[src/rtl/regfile_pkg.sv]
// Shared types and default widths for the register-file writeback arbiter.
// Consumers import regfile_pkg::* for the register address/data types.
package regfile_pkg;

   localparam int DEF_ADDRESS_WIDTH = 5;
   localparam int DEF_DATA_WIDTH    = 32;
   localparam int DEF_NUM_REQ       = 3;
   localparam int NUM_REGS          = 2 ** DEF_ADDRESS_WIDTH;

   typedef logic [DEF_ADDRESS_WIDTH-1:0] reg_addr_t;
   typedef logic [DEF_DATA_WIDTH-1:0]    reg_data_t;

   typedef struct packed {
      logic      valid;
      reg_addr_t addr;
      reg_data_t data;
   } wb_req_t;

endpackage

[src/rtl/regfile_wb_arbiter_if.sv]
// Writeback requester bus, decode issue port, register-file write port and scoreboard.
// The arbiter takes the slave side; the execute/decode/regfile environment takes the master side.
interface regfile_wb_arbiter_if #(
   parameter int ADDRESS_WIDTH = regfile_pkg::DEF_ADDRESS_WIDTH,
   parameter int DATA_WIDTH    = regfile_pkg::DEF_DATA_WIDTH,
   parameter int NUM_REQ       = regfile_pkg::DEF_NUM_REQ
);
   logic [NUM_REQ-1:0]               req_valid_i;
   logic [NUM_REQ*ADDRESS_WIDTH-1:0] req_addr_i;
   logic [NUM_REQ*DATA_WIDTH-1:0]    req_data_i;
   logic [NUM_REQ-1:0]               req_ready_o;
   logic                             issue_valid_i;
   logic [ADDRESS_WIDTH-1:0]         issue_addr_i;
   logic                             rf_we_o;
   logic [ADDRESS_WIDTH-1:0]         rf_addr_o;
   logic [DATA_WIDTH-1:0]            rf_wd_o;
   logic [2**ADDRESS_WIDTH-1:0]      pending_o;

   modport slave (
      input  req_valid_i, req_addr_i, req_data_i, issue_valid_i, issue_addr_i,
      output req_ready_o, rf_we_o, rf_addr_o, rf_wd_o, pending_o
   );

   modport master (
      output req_valid_i, req_addr_i, req_data_i, issue_valid_i, issue_addr_i,
      input  req_ready_o, rf_we_o, rf_addr_o, rf_wd_o, pending_o
   );
endinterface

[src/rtl/wb_rr_arbiter.sv]
// Combinational rotating-priority arbiter: the search begins at ptr_i and wraps.
// Holding ptr_i at zero turns it into a fixed lowest-index-wins arbiter.
module wb_rr_arbiter #(
   parameter  int NUM_REQ = 3,
   localparam int IDX_W   = $clog2(NUM_REQ)
) (
   input  logic [NUM_REQ-1:0] req_i,
   input  logic [IDX_W-1:0]   ptr_i,
   output logic [NUM_REQ-1:0] grant_o,
   output logic [IDX_W-1:0]   idx_o,
   output logic               any_o
);

   always_comb begin
      int j;
      j       = 0;
      grant_o = '0;
      idx_o   = '0;
      any_o   = 1'b0;
      for (int i = 0; i < NUM_REQ; i++) begin
         j = (int'(ptr_i) + i) % NUM_REQ;
         if (!any_o && req_i[j]) begin
            any_o      = 1'b1;
            grant_o[j] = 1'b1;
            idx_o      = IDX_W'(j);
         end
      end
   end

endmodule

[src/rtl/regfile_wb_arbiter.sv]
// Shares the register-file write port among NUM_REQ writeback units and keeps the pending-write scoreboard.
// Round-robin when WB_ARB_RR_EN is defined, otherwise fixed lowest-index priority; one-cycle registered write.
module regfile_wb_arbiter
   import regfile_pkg::*;
#(
   parameter int ADDRESS_WIDTH = DEF_ADDRESS_WIDTH,
   parameter int DATA_WIDTH    = DEF_DATA_WIDTH,
   parameter int NUM_REQ       = DEF_NUM_REQ
) (
   input logic                clk_i,
   input logic                rst_i,
   regfile_wb_arbiter_if.slave bus
);

   localparam int IDX_W = $clog2(NUM_REQ);
   localparam int NREGS = 2 ** ADDRESS_WIDTH;

   logic [NUM_REQ-1:0]       grant;
   logic [IDX_W-1:0]         grant_idx;
   logic                     grant_any;
   logic [IDX_W-1:0]         rr_ptr;
   logic                     accept;
   logic                     wr_en;
   logic [ADDRESS_WIDTH-1:0] sel_addr;
   logic [DATA_WIDTH-1:0]    sel_data;

   logic                     rf_we_q, rf_we_d;
   logic [ADDRESS_WIDTH-1:0] rf_addr_q, rf_addr_d;
   logic [DATA_WIDTH-1:0]    rf_wd_q, rf_wd_d;
   logic [NREGS-1:0]         pending_q, pending_d;

   wb_rr_arbiter #(.NUM_REQ(NUM_REQ)) u_arb (
      .req_i   (bus.req_valid_i),
      .ptr_i   (rr_ptr),
      .grant_o (grant),
      .idx_o   (grant_idx),
      .any_o   (grant_any)
   );

   // The register file takes a write every cycle, so a grant is always an acceptance.
   assign accept          = grant_any & ~rst_i;
   assign bus.req_ready_o = grant & {NUM_REQ{~rst_i}};
   assign sel_addr        = bus.req_addr_i[int'(grant_idx)*ADDRESS_WIDTH +: ADDRESS_WIDTH];
   assign sel_data        = bus.req_data_i[int'(grant_idx)*DATA_WIDTH +: DATA_WIDTH];
   assign wr_en           = accept && (sel_addr != '0);

`ifdef WB_ARB_RR_EN
   logic [IDX_W-1:0] rr_ptr_q, rr_ptr_d;

   always_comb begin
      rr_ptr_d = rr_ptr_q;
      if (accept)
         rr_ptr_d = (grant_idx == IDX_W'(NUM_REQ-1)) ? '0 : grant_idx + 1'b1;
   end

   always_ff @(posedge clk_i or posedge rst_i) begin
      if (rst_i) rr_ptr_q <= '0;
      else       rr_ptr_q <= rr_ptr_d;
   end

   assign rr_ptr = rr_ptr_q;
`else
   assign rr_ptr = '0;
`endif

   always_comb begin
      rf_we_d   = wr_en;
      rf_addr_d = rf_addr_q;
      rf_wd_d   = rf_wd_q;
      pending_d = pending_q;
      if (wr_en) begin
         rf_addr_d           = sel_addr;
         rf_wd_d             = sel_data;
         pending_d[sel_addr] = 1'b0;
      end
      // Set after clear: a fresh issue supersedes the producer retiring this cycle.
      if (bus.issue_valid_i && (bus.issue_addr_i != '0))
         pending_d[bus.issue_addr_i] = 1'b1;
      pending_d[0] = 1'b0;
   end

   always_ff @(posedge clk_i or posedge rst_i) begin
      if (rst_i) begin
         rf_we_q   <= 1'b0;
         rf_addr_q <= '0;
         rf_wd_q   <= '0;
         pending_q <= '0;
      end else begin
         rf_we_q   <= rf_we_d;
         rf_addr_q <= rf_addr_d;
         rf_wd_q   <= rf_wd_d;
         pending_q <= pending_d;
      end
   end

   assign bus.rf_we_o   = rf_we_q;
   assign bus.rf_addr_o = rf_addr_q;
   assign bus.rf_wd_o   = rf_wd_q;
   assign bus.pending_o = pending_q;

endmodule

[src/flat_wrapper.sv]
// flat-port wrapper written by rule: the top's interface ports become plain ports
module regfile_wb_arbiter_flat import regfile_pkg::*;
#(
   parameter int ADDRESS_WIDTH = DEF_ADDRESS_WIDTH,
   parameter int DATA_WIDTH    = DEF_DATA_WIDTH,
   parameter int NUM_REQ       = DEF_NUM_REQ
)
  (clk_i, rst_i, bus_req_valid_i, bus_req_addr_i, bus_req_data_i, bus_issue_valid_i, bus_issue_addr_i, bus_req_ready_o, bus_rf_we_o, bus_rf_addr_o, bus_rf_wd_o, bus_pending_o);
  regfile_wb_arbiter_if #(.ADDRESS_WIDTH(ADDRESS_WIDTH), .DATA_WIDTH(DATA_WIDTH), .NUM_REQ(NUM_REQ)) bus_i ();
  input logic clk_i;
  input logic rst_i;
  input wire logic [$bits(bus_i.req_valid_i)-1:0] bus_req_valid_i;
  input wire logic [$bits(bus_i.req_addr_i)-1:0] bus_req_addr_i;
  input wire logic [$bits(bus_i.req_data_i)-1:0] bus_req_data_i;
  input wire logic [$bits(bus_i.issue_valid_i)-1:0] bus_issue_valid_i;
  input wire logic [$bits(bus_i.issue_addr_i)-1:0] bus_issue_addr_i;
  output wire logic [$bits(bus_i.req_ready_o)-1:0] bus_req_ready_o;
  output wire logic [$bits(bus_i.rf_we_o)-1:0] bus_rf_we_o;
  output wire logic [$bits(bus_i.rf_addr_o)-1:0] bus_rf_addr_o;
  output wire logic [$bits(bus_i.rf_wd_o)-1:0] bus_rf_wd_o;
  output wire logic [$bits(bus_i.pending_o)-1:0] bus_pending_o;
  assign bus_i.req_valid_i = bus_req_valid_i;
  assign bus_i.req_addr_i = bus_req_addr_i;
  assign bus_i.req_data_i = bus_req_data_i;
  assign bus_i.issue_valid_i = bus_issue_valid_i;
  assign bus_i.issue_addr_i = bus_issue_addr_i;
  assign bus_req_ready_o = bus_i.req_ready_o;
  assign bus_rf_we_o = bus_i.rf_we_o;
  assign bus_rf_addr_o = bus_i.rf_addr_o;
  assign bus_rf_wd_o = bus_i.rf_wd_o;
  assign bus_pending_o = bus_i.pending_o;
  regfile_wb_arbiter #(.ADDRESS_WIDTH(ADDRESS_WIDTH), .DATA_WIDTH(DATA_WIDTH), .NUM_REQ(NUM_REQ)) u_core (.clk_i(clk_i), .rst_i(rst_i), .bus(bus_i));
endmodule
[config.mk]
export PLATFORM = sky130hd
export DESIGN_NAME = regfile_wb_arbiter_flat
export DESIGN_NICKNAME = d
export VERILOG_FILES = /design/src/rtl/regfile_pkg.sv /design/src/rtl/regfile_wb_arbiter_if.sv /design/src/rtl/wb_rr_arbiter.sv /design/src/rtl/regfile_wb_arbiter.sv /design/src/flat_wrapper.sv
export SDC_FILE = /design/constraint.sdc
export NUM_CORES = 1
export LEC_CHECK = 0
export BUFFER_PORTS_ARGS = -buffer_cell sky130_fd_sc_hd__buf_4
export CORE_ASPECT_RATIO = 1.5
export CORE_MARGIN = 4
export CORE_UTILIZATION = 39
export DETAILED_ROUTE_END_ITERATION = 6
export PLACE_DENSITY = 0.69
export SLEW_MARGIN = 0
export SYNTH_ARGS = -nofsm -noshare
export SYNTH_HDL_FRONTEND = slang
export SYNTH_HIERARCHICAL = 1
export SYNTH_SLANG_ARGS = --single-unit
[constraint.sdc]
create_clock -name clk_i -period 2.9 [get_ports clk_i]
set_input_delay 0.435 -clock clk_i [delete_from_list [all_inputs] [get_ports clk_i]]
set_output_delay 0.435 -clock clk_i [all_outputs]
set_load 0.01 [all_outputs]
* After elaboration in Yosys (flattened, before gate mapping)
Cells that the tools add are included.
** Operators by class
- Shifts and indexed selects :: 2
- Bitwise gates (word level) :: 6
- Reduce and logical (&&, ||, !) cells :: 10
- Multiply operators :: 1
- Order comparisons :: 4
- Mux-type cells :: 14
** Operator list (number)
- indexed part select 96 x 8 -> 32 bit :: 1
- two-way mux 32 bit :: 2
- bitwise AND 32 bit :: 1
- NOT 32 bit :: 1
- bitwise OR 32 bit :: 1
- indexed part select 15 x 32 -> 5 bit :: 1
- < comparator 5 x 6 -> 1 bit, second input constant :: 2
- demux 1 bit (select 5 bit) :: 2
- >= comparator 5 x 1 -> 1 bit, second input constant :: 2
- nonzero test 5 bit :: 2
- two-way mux 1 bit :: 7
- logical AND 1 bit :: 6
- multiplier 2 x 3 -> 5 bit, second input constant :: 1
- two-way mux 2 bit :: 2
- bitwise AND 3 bit :: 1
- two-way mux 3 bit :: 1
- logical NOT 1 bit :: 2
- bitwise AND 1 bit :: 1
- NOT 1 bit :: 1
** Storage, ports and cells
- Input port bits :: 122
- Register bits after elaboration :: 69
- Output and inout port bits :: 73
- Word-level logic and storage cells :: 41

* Longest topological paths before layout
Gate-level depths: netlist of run 1.
- Word-level depth :: 18
- Mapped depth :: 15
- Depth with buffers taken out :: 11

* Hierarchy
Netlist of run 1, hierarchy kept.
** Modules (own cells, without submodules)
- regfile_wb_arbiter :: times used 1, cells each 340, area each 3661.0 um^2, sequential area each 1726.7 um^2
- wb_rr_arbiter :: times used 1, cells each 52, area each 381.6 um^2, sequential area each 0.0 um^2

* Worst setup path before layout of run 1
OpenSTA, ideal clock, no wires.
- Path kind :: input port to flip-flop
- Start point :: input port rst_i
- End point :: register u_core.rf_wd_q[0], in the netlist u_core/bus.rf_wd_o[0]
- Cell stages on the path :: 5
- Path buffers :: 1
- Slack :: -0.541 ns
- Data arrival time :: 3.316 ns
- Cell sequence :: inv_1 -> nand2_1 -> a21oi_4 -> buf_6 -> mux2_4
** On the way
- Cells in the longest elaborated chain, start to end :: 3
** RTL lines
- start: declaration :: RTL line flat_wrapper.sv:11 : input logic rst_i;
- NOT 1 bit :: RTL line regfile_wb_arbiter.sv:41 : assign accept = grant_any & ~rst_i;
- bitwise AND 1 bit :: RTL line regfile_wb_arbiter.sv:41
- logical AND 1 bit :: RTL line regfile_wb_arbiter.sv:45 : assign wr_en = accept && (sel_addr != '0);
- end signal: assignment :: RTL line regfile_wb_arbiter.sv:91 : rf_wd_q <= rf_wd_d;
- end: declaration :: RTL line regfile_wb_arbiter.sv:29 : logic [DATA_WIDTH-1:0] rf_wd_q, rf_wd_d;
Every way passes these cells.
A chain may end at the register's enable or synchronous reset.

* Final worst setup path of run 1
- Start point :: input port bus_req_valid_i[0]
- End point :: register u_core.pending_q[4], in the netlist u_core/bus.pending_o[4]
** On the way
- Cells in the longest elaborated chain, start to end :: 18
- Elaborated cells between the ends (all ways) :: 24
- Those cells by class :: 1 x mul; 2 x order compare; 1 x shift; 9 x mux; 4 x bitwise; 7 x reduce/logical
** RTL lines
- start: declaration :: RTL line flat_wrapper.sv:12 : input wire logic [$bits(bus_i.req_valid_i)-1:0] bus_req_valid_i;
- two-way mux 1 bit (*) :: RTL line wb_rr_arbiter.sv:22 : if (!any_o && req_i[j]) begin
- logical NOT 1 bit :: RTL line wb_rr_arbiter.sv:22
- logical AND 1 bit :: RTL line wb_rr_arbiter.sv:22
- two-way mux 1 bit (*) :: RTL line wb_rr_arbiter.sv:22
- logical NOT 1 bit (*) :: RTL line wb_rr_arbiter.sv:22
- logical AND 1 bit (*) :: RTL line wb_rr_arbiter.sv:22
- two-way mux 2 bit (*) :: RTL line wb_rr_arbiter.sv:22
- net u_core.grant_idx[1] :: RTL line regfile_wb_arbiter.sv:19 : logic [IDX_W-1:0] grant_idx;
- [... 4 more ...]
- two-way mux 1 bit (implied by the code) :: RTL line regfile_wb_arbiter.sv:74 : pending_d[sel_addr] = 1'b0;
- demux 1 bit (select 5 bit) :: RTL line regfile_wb_arbiter.sv:74
- NOT 32 bit (no line)
- bitwise AND 32 bit (no line)
- two-way mux 32 bit (*) :: RTL line regfile_wb_arbiter.sv:71 : if (wr_en) begin
- bitwise OR 32 bit (no line)
- two-way mux 32 bit (*) :: RTL line regfile_wb_arbiter.sv:77 : if (bus.issue_valid_i && (bus.issue_addr_i != '0))
- net u_core.pending_d[4] :: RTL line regfile_wb_arbiter.sv:30 : logic [NREGS-1:0] pending_q, pending_d;
- end signal: assignment :: RTL line regfile_wb_arbiter.sv:92 : pending_q <= pending_d;
- end: declaration :: RTL line regfile_wb_arbiter.sv:30
The timed path passes the listed nets; every way through them passes the cells marked *.

==> flow_summary.yaml, run 1 <==
grt:
  grt_max_degree: 70
  grt_usage_pct: 20.99
  grt_pass1_wl_um: 20090
  grt_antenna_before_repair: 0
  gr-total-overflow: 0
  grt_pass1_vias: 3965
clock_network:
  path_clk_slew_ns: 0.06
  h-tree-depth: 3
  cts.sinks: 69
  cts_buffer_depth: 2
  cts_resized: 0
  postCtsHoldBufs: 0
  cts_tree: "yes"
  clkLatencyLatePin_ns: 0.33
  postCtsSetupBuffers: 0
  clockRootBuffer: "clkbuf_16"
  cts_inserted_buffers: 9
floorplan:
  rows: 45
  dieArea_um2: 12090
  coreArea_um2: 10130
  die_h_um: 132.7
  die_w_um: 91.13
  pin_count: 195
  start_util_pct: 39.89
pwr:
  leakage_nw: 2.751
  ir_drop_v: 0.0005124
  pwr_density_cell_nw_per_um2: 688.5
  p_total_mw: 4.104
critical_path:
  crit_fanout: 7
  crit_type: "in2reg"
  cp-start-kind: "input port"
  worstPathArrival_ns: 2.76
  critPathRequiredTime_ns: 3.09
  end_kind: "register"
placement:
  port_buffers: 193
  place.gp.congestion: 0.8897
  dp_hpwl_um: 9816
  placed_cell_area_um2: 5684
sta:
  fmax_mhz: 389.0
  rsz0062_at_grt: "no"
  skew_ns: 0
  hold_slack_ns: 0.4374
  fin_crit_sh_pct: 88.64
  finalSetupTns_ns: 0
  finalMaxSlewViolations: 0
  finalCriticalPeriod_ns: 2.571
  tightest_slew_ns: 0.8703
  final-setup-viol-count: 0
  maxSlewHeadroom_pct: 41.98
  hold_viol_final: 0
layout:
  n_antenna_cell: 0
  final_nets: 722
  seq_area_um2: 1727
  area_growth_pct: 47.45
  drive_above_1_share_pct: 44.83
  final_cell_area_um2: 5961
  fin_util_pct: 58.81
  fillCellCount: 902
  layout_common_cells: "buf_4 (205), o21ai_0 (93), dfrtp_1 (69)"
  multi_input_area_um2: 2202
  layout_commonest_cell: "buf_4"
synthesis:
  synth_warnings: 6
  syn_area_um2: 4043
  avgSynthCellArea_um2: 10.31
  seq_area_frac_synth_pct: 42.71
  syn_inst: 392
  ys_types: 49
  synth_seq_cells: 69
outcome:
  status: "complete, no violations"
job:
  maxCapViolCount: 0
drt:
  avgRoutedWirePerCell_um: 17.70
  vias: 3827
  drt_wl_total_um: 12690
  drt-initial-drc-count: 189
  drt_pre_antenna_iters: 4
  drc_errors: 0
  ant_nets: 0
  avgViaCountPerCell: 5.338
min_path:
  hold_path_class: "in2async"
[state kept, by name (all words and copies together) (netlist names)]
name	count
u_core/bus.pending_o	31
u_core/bus.rf_wd_o	32
u_core/bus.rf_we_o	1
u_core/bus.rf_addr_o	5
[metal layers]
layer  track usage, %  routed length, um
met4            6.376                202
met2            38.43               6846
met3            6.030                948
met5                0                  0
met1            23.24               4692
[through the flow]
step / std cells / setup WS (ns)
finish: 717 / 0.3294
global route: 717 / 0.1705
CTS: 717 / 0.3635
detailed placement: 702 / 0.005308
global placement: 702 / 0.1037
floorplan: 398 / 0.1556
[synth_stat cells (all sizes together)]
cell | count | area [um^2]
a211o | 1 | 10.01
a211oi | 1 | 7.510
a21oi | 8 | 51.30
a22o | 2 | 18.77
a2bb2oi | 4 | 41.29
a311oi | 1 | 8.760
a31o | 1 | 8.760
a31oi | 1 | 6.260
and2b | 1 | 7.510
and3 | 1 | 6.260
buf | 12 | 88.83
clkbuf | 8 | 40.04
conb | 1 | 3.750
dfrtp | 69 | 1727
ha | 4 | 50.05
inv | 7 | 26.28
mux2 | 32 | 465.4
mux2i | 40 | 425.4
nand2 | 40 | 150.1
nand2b | 5 | 31.28
nand3 | 16 | 80.08
nand4 | 1 | 6.260
nor2 | 6 | 22.52
nor2b | 9 | 63.81
nor3 | 1 | 5.000
nor4 | 3 | 33.78
nor4bb | 1 | 10.01
o211ai | 1 | 7.510
o21ai | 101 | 505.5
o21bai | 1 | 7.510
o22ai | 2 | 12.51
o2bb2ai | 6 | 77.58
o31ai | 1 | 7.510
o32a | 1 | 10.01
or2 | 1 | 6.260
or3 | 2 | 12.51
[logic make-up after synthesis]
| logic type | share of synthesized area (%) |
|---|---|
| other cells | 0.09276 |
| fa+ha+maj | 1.238 |
| mux | 22.04 |
| flops | 42.71 |
| buf+inv | 3.838 |
| compound gates | 19.31 |
| simple gates | 10.77 |
[cell type report]
type                            instances  share of cell area (%)
Inverter                                7                  0.5038
Tap cell                              117                   2.456
Sequential cell                        69                   28.97
Clock inverter                          5                  0.6297
Timing Repair Buffer                  207                   26.49
Clock buffer                           10                   4.009
Multi-Input combinational cell        302                   36.94
[critical path: stages]
cell and delay (ns):
buf_4 0.14, mux2i_4 0.19, mux2i_4 0.12, mux2i_1 0.16, nor2_4 0.26, buf_4 0.22
mux2i_1 0.29, a2bb2oi_2 0.25, buf_4 0.18, nand3_1 0.17, o21ai_0 0.23, o21ai_0 0.11
[final timing paths]
path                                              from                       to  slack (ns)  cells after the start
worst max register to register  u_core/bus.rf_wd_o[22]   u_core/bus.rf_wd_o[22]        2.12                      1
max in group asynchronous                        rst_i   u_core/bus.rf_wd_o[14]        1.89                      3
worst max-delay path                bus_req_valid_i[0]  u_core/bus.pending_o[4]        0.33                     12
min in group clk_i                  bus_req_data_i[45]   u_core/bus.rf_wd_o[13]        0.44                      4
worst min-delay path                             rst_i  u_core/bus.rf_addr_o[1]        0.44                      3
worst min register to register  u_core/bus.rf_wd_o[16]   u_core/bus.rf_wd_o[16]        0.51                      1
[report_power, final]
part	internal, mW	switching, mW	leakage [nW]
Clock	0.598	0.405	0.131
Combinational	0.889	0.745	1.79
Sequential	1.28	0.191	0.831
Total	2.76	1.34	2.75
No activity file was read; power rests on OpenSTA's default activity.
==> inputs of run 2 (changes only) <==
Settings changed: BUFFER_PORTS_ARGS -buffer_cell sky130_fd_sc_hd__buf_4 to default, DONT_BUFFER_PORTS from default to 1, PLACE_DENSITY 0.69 to default.
==> run 2 against run 1 <==
Net effect: via count shrank 18%; maximum frequency rose by 6.6%; routed wire length fell by 8.5%; clock-buffer cell count is the same; first-iteration DRC count fell by 30%; worst hold slack lost 0.17 ns; cell area fell by 24%; final cell count is 27% lower; critical path type unchanged; highest routed layer unchanged.
==> flow_summary.yaml, run 2 (same netlist as run 1, synthesis figures left out) <==
sta:
  hold_viol_final: 0
  skew_ns: 0
  fin_crit_sh_pct: 83.14
  maxSlewHeadroom_pct: 41.52
  rsz0062_at_grt: "no"
  final-setup-viol-count: 0
  fmax_mhz: 414.8
  finalMaxSlewViolations: 0
  finalCriticalPeriod_ns: 2.411
  tightest_slew_ns: 0.8771
  finalSetupTns_ns: 0
placement:
  dp_hpwl_um: 8755
  place.gp.congestion: 0.9105
  port_buffers: 0
  dp_cells: 508
drt:
  avgViaCountPerCell: 5.973
  drc_errors: 0
  avgRoutedWirePerCell_um: 22.15
  drt_pre_antenna_iters: 4
  vias: 3130
  ant_nets: 0
  drt-initial-drc-count: 133
  drt_wl_total_um: 11610
critical_path:
  rr_startpoint: "u_core/bus.rf_wd_o[23]"
  rr_worst_depth: 1
  crit_fanout: 19
  crit_chain: "mux2i_4 -> mux2i_4 -> mux2i_1 -> nor2_4 -> mux2i_1 -> o2bb2ai_2 -> nor4_4 -> a21oi_4 -> buf_12 -> mux2_2"
  slowest_delay_ns: 0.39
  cp-start-kind: "input port"
  cpMaxStageDelayCell: "o2bb2ai_2"
  r2r_end: "u_core/bus.rf_wd_o[23]"
  worst-path-buf-inv: 1
  end_kind: "register"
  worstPathArrival_ns: 2.61
  crit_type: "in2reg"
  critPathRequiredTime_ns: 3.10
  crit_family: "multiplexers"
  rrSetupSlack_ns: 2.06
floorplan:
  dieArea_um2: 12090
  die_h_um: 132.7
  pin_count: 195
  rows: 45
  die_w_um: 91.13
  start_util_pct: 39.89
  coreArea_um2: 10130
grt:
  grt_usage_pct: 18.72
  grt_pass1_vias: 3206
  grt_max_degree: 70
  gr-total-overflow: 0
  grt_antenna_before_repair: 0
  grt_pass1_wl_um: 17840
clock_network:
  cts_inserted_buffers: 9
  clockRootBuffer: "clkbuf_16"
  clkLatencyLatePin_ns: 0.33
  cts_tree: "yes"
  cts.sinks: 69
  cts_resized: 0
  h-tree-depth: 3
  postCtsHoldBufs: 0
  postCtsSetupBuffers: 0
  path_clk_slew_ns: 0.06
  cts_buffer_depth: 2
layout:
  n_antenna_cell: 0
  drive_above_1_share_pct: 18.67
  fin_util_pct: 44.99
  layout_commonest_cell: "o21ai_0"
  final_nets: 528
  layout_common_cells: "o21ai_0 (93), dfrtp_1 (69), nand2_1 (40)"
  fin_cells: 524
  fillCellCount: 975
  largest_reg_flops: 32
  area_growth_pct: 12.78
pwr:
  pwr_density_cell_nw_per_um2: 810.8
  leakage_nw: 1.835
  ir_drop_v: 0.0004606
  p_total_mw: 3.697
job:
  maxCapViolCount: 0
outcome:
  status: "complete, no violations"
min_path:
  hold_path_class: "in2async"
-- run 2: changes by cell type in the layout (fill, tap and decap cells not counted) --
cell | previous run | this run
inv_6 | 0 | 2
bufinv_16 | 0 | 2
clkinv_2 | 1 | 0
buf_4 | 205 | 11
clkinv_4 | 2 | 0
-- run 2: worst max path at each step --
stage | startpoint | endpoint | slack, ns | cells past startpoint
after global placement | bus_req_valid_i[0] | u_core/bus.rf_wd_o[11] | 0.20 | 10
after CTS | bus_req_valid_i[0] | u_core/bus.rf_wd_o[14] | 0.51 | 10
final | bus_req_valid_i[0] | u_core/bus.rf_wd_o[14] | 0.49 | 10
after detailed placement | bus_req_valid_i[0] | u_core/bus.rf_wd_o[8] | 0.16 | 10
after global routing | bus_req_valid_i[0] | u_core/bus.pending_o[2] | 0.37 | 9
after floorplan | bus_req_valid_i[1] | u_core/bus.rf_wd_o[0] | 0.16 | 9
-- run 2: power by group --
| part | internal, mW | switching (mW) |
|---|---|---|
| clock network | 0.782 | 0.423 |
| logic | 0.410 | 0.401 |
| registers | 1.28 | 0.405 |
-- run 2: per-stage QoR --
| stage | worst slack (ns) | area [um^2] | hold slack (ns) |
|---|---|---|---|
| global route | 0.3652 | 4559 | 0.3463 |
| detailed placement | 0.1606 | 4228 | 0.5641 |
| floorplan | 0.1556 | 4069 | 0.5267 |
| global placement | 0.2016 | 4228 | 0.5619 |
| finish | 0.4890 | 4559 | 0.2688 |
| CTS | 0.5081 | 4559 | 0.3240 |
-- run 2: cell type report --
class	count	area, um^2	share of cell area [%]
Tap cell	117	146.4	3.211
Clock inverter	6	92.59	2.031
Timing Repair Buffer	13	122.6	2.689
Clock buffer	10	239.0	5.241
Multi-Input combinational cell	302	2202	48.30
Inverter	7	30.03	0.6586
Sequential cell	69	1727	37.87
-- run 2: layer usage --
layer / vias up / wire, um / GRT usage (%)
met1: 1516 / 4484 / 22.55
met5: - / 0 / 0
li1: 1444 / - / -
met3: 24 / 1094 / 6.997
met2: 146 / 5690 / 29.91
met4: 0 / 337 / 7.970
==> inputs of run 3 (changes only) <==
Clock period 2.9 ns to 2.15 ns, I/O delays scaled along.
==> run 3 against run 2 <==
Net effect: the flow now finishes with violations (setup timing); critical path depth up 2; clock-buffer cell count up 2; cell area up 8.9%; global-route usage down 0.22 points; clock power up 19%; register-to-register slack worse by 0.74 ns; first-iteration DRC count down 29%; critical path type unchanged; via count up 1.7%.
==> flow_summary.yaml, run 3 (same netlist as run 1, synthesis figures left out) <==
placement:
  port_buffers: 0
  dp_cells: 521
  placed_cell_area_um2: 4342
  dp_slack_ns: -0.4330
  place.gp.congestion: 0.8566
  dp_hpwl_um: 8828
layout:
  final_nets: 557
  final_cell_area_um2: 4964
  multi_input_area_um2: 2360
  largest_reg_flops: 32
  seq_area_um2: 1727
  fillCellCount: 950
  n_antenna_cell: 0
  fin_util_pct: 48.98
  layout_commonest_cell: "o21ai_0"
  layout_common_cells: "o21ai_0 (81), dfrtp_1 (69), nand2_1 (39)"
  drive_above_1_share_pct: 28.90
  fin_cells: 553
  area_growth_pct: 22.78
job:
  maxCapViolCount: 0
critical_path:
  crit_type: "in2reg"
  r2r_end: "u_core/bus.rf_wd_o[11]"
  critPathRequiredTime_ns: 2.36
  worstPathArrival_ns: 2.48
  cpMostUsedCell: "mux2i_4"
  cpMaxStageDelayCell: "nor4_4"
  crit_fanout: 17
  rr_worst_depth: 1
  worst-path-buf-inv: 3
  rrSetupSlack_ns: 1.32
  crit_chain: "mux2i_4 -> mux2i_4 -> mux2i_2 -> nor2_4 -> buf_12 -> mux2i_4 -> o2bb2ai_4 -> nor4_4 -> a21oi_4 -> buf_4 -> buf_12 -> mux2_4"
  end_kind: "register"
  rr_startpoint: "u_core/bus.rf_wd_o[11]"
  cp-start-kind: "input port"
  crit_family: "multiplexers"
  slowest_delay_ns: 0.34
clock_network:
  clockRootBuffer: "clkbuf_16"
  clkLatencyLatePin_ns: 0.32
  cts_buffer_depth: 2
  cts_tree: "yes"
  path_clk_slew_ns: 0.06
  cts_inserted_buffers: 9
  h-tree-depth: 3
  cts.sinks: 69
  postCtsHoldBufs: 0
drt:
  avgRoutedWirePerCell_um: 21.66
  drt_wl_total_um: 11980
  ant_nets: 0
  vias: 3183
  drt-initial-drc-count: 94
  avgViaCountPerCell: 5.756
  drt_pre_antenna_iters: 4
  drc_errors: 0
pwr:
  pwr-share-seq_pct: 45.4
  pwr_density_cell_nw_per_um2: 1006
  p_int_mw: 3.297
  leakage_nw: 2.010
  p_total_mw: 4.993
  p_switching_mw: 1.696
  ir_drop_v: 0.0006265
  p_sw_share_pct: 33.97
  pwr-share-comb_pct: 25.9
  pwr-share-clk_pct: 28.7
outcome:
  violations: "setup timing"
  status: "finished, violations left"
grt:
  grt_pass1_vias: 3089
  gr-total-overflow: 0
  grt_antenna_before_repair: 0
  grt_max_degree: 70
  grt_pass1_wl_um: 17690
  grt_usage_pct: 18.50
sta:
  finalSetupTns_ns: -3.179
  fmax_mhz: 440.0
  finalMaxSlewViolations: 0
  setup_ws_ns: -0.1227
  tightest_slew_ns: 0.8858
  hold_slack_ns: 0.2039
  hold_viol_final: 0
  rsz0062_at_grt: "yes"
  skew_ns: 0
  finalCriticalPeriod_ns: 2.273
  maxSlewHeadroom_pct: 40.95
  final-setup-viol-count: 32
  fin_crit_sh_pct: 105.7
floorplan:
  coreArea_um2: 10130
  pin_count: 195
  start_util_pct: 39.89
  die_w_um: 91.13
  rows: 45
  die_h_um: 132.7
  dieArea_um2: 12090
min_path:
  hold_path_class: "in2async"
-- run 3: changes by cell type in the layout (fill, tap and decap cells not counted), sizes merged --
cell,delta
clkinvlp,+1
buf,+28
inv,-2
clkinv,+1
bufinv,-2
clkbuf,+3
-- run 3: worst max-delay path by stage --
stage	startpoint	to	slack, ns	cells after the start
after global routing	bus_req_valid_i[0]	u_core/bus.rf_wd_o[11]	-0.21	12
after CTS	bus_req_valid_i[0]	u_core/bus.rf_wd_o[23]	-0.03	10
final	bus_req_valid_i[0]	u_core/bus.rf_wd_o[5]	-0.12	12
after global placement	bus_req_valid_i[1]	u_core/bus.pending_o[6]	-0.36	10
after detailed placement	bus_req_valid_i[0]	u_core/bus.pending_o[3]	-0.43	11
after floorplan	bus_req_valid_i[0]	u_core/bus.rf_wd_o[0]	-0.32	11
-- run 3: area by class of cell --
class,instances,area share [%]
timing repair buffer,42,8.117
sequential,69,34.79
clock inverter,4,0.6302
clock buffer,12,5.369
inverter,7,0.6050
tap,117,2.949
multi-input combinational,302,47.54
-- run 3: power groups by stage --
| stage | logic [mW] | registers, mW | clock network, mW |
|---|---|---|---|
| after global routing | 1.42 | 2.33 | 1.54 |
| after detailed placement | 1.12 | 2.30 | 0 |
| final | 1.29 | 2.27 | 1.43 |
| after CTS | 1.15 | 2.28 | 1.48 |
| after floorplan | 0.910 | 2.14 | 0 |
| after global placement | 1.08 | 2.30 | 0 |
-- run 3: timing repair --
action	in CTS	in global routing
setup endpoints to repair	48	62
resized for setup	5	35
pin swaps	0	9
cloned	0	1
buffers inserted	1	14
-- run 3: per-layer routing --
metal	up-vias	GRT usage (%)	part of all wire, %
met3	12	6.826	8.8
met2	125	31.87	54
met4	0	5.201	1.2
met5	-	0	0
met1	1547	21.45	37
li1	1499	-	-
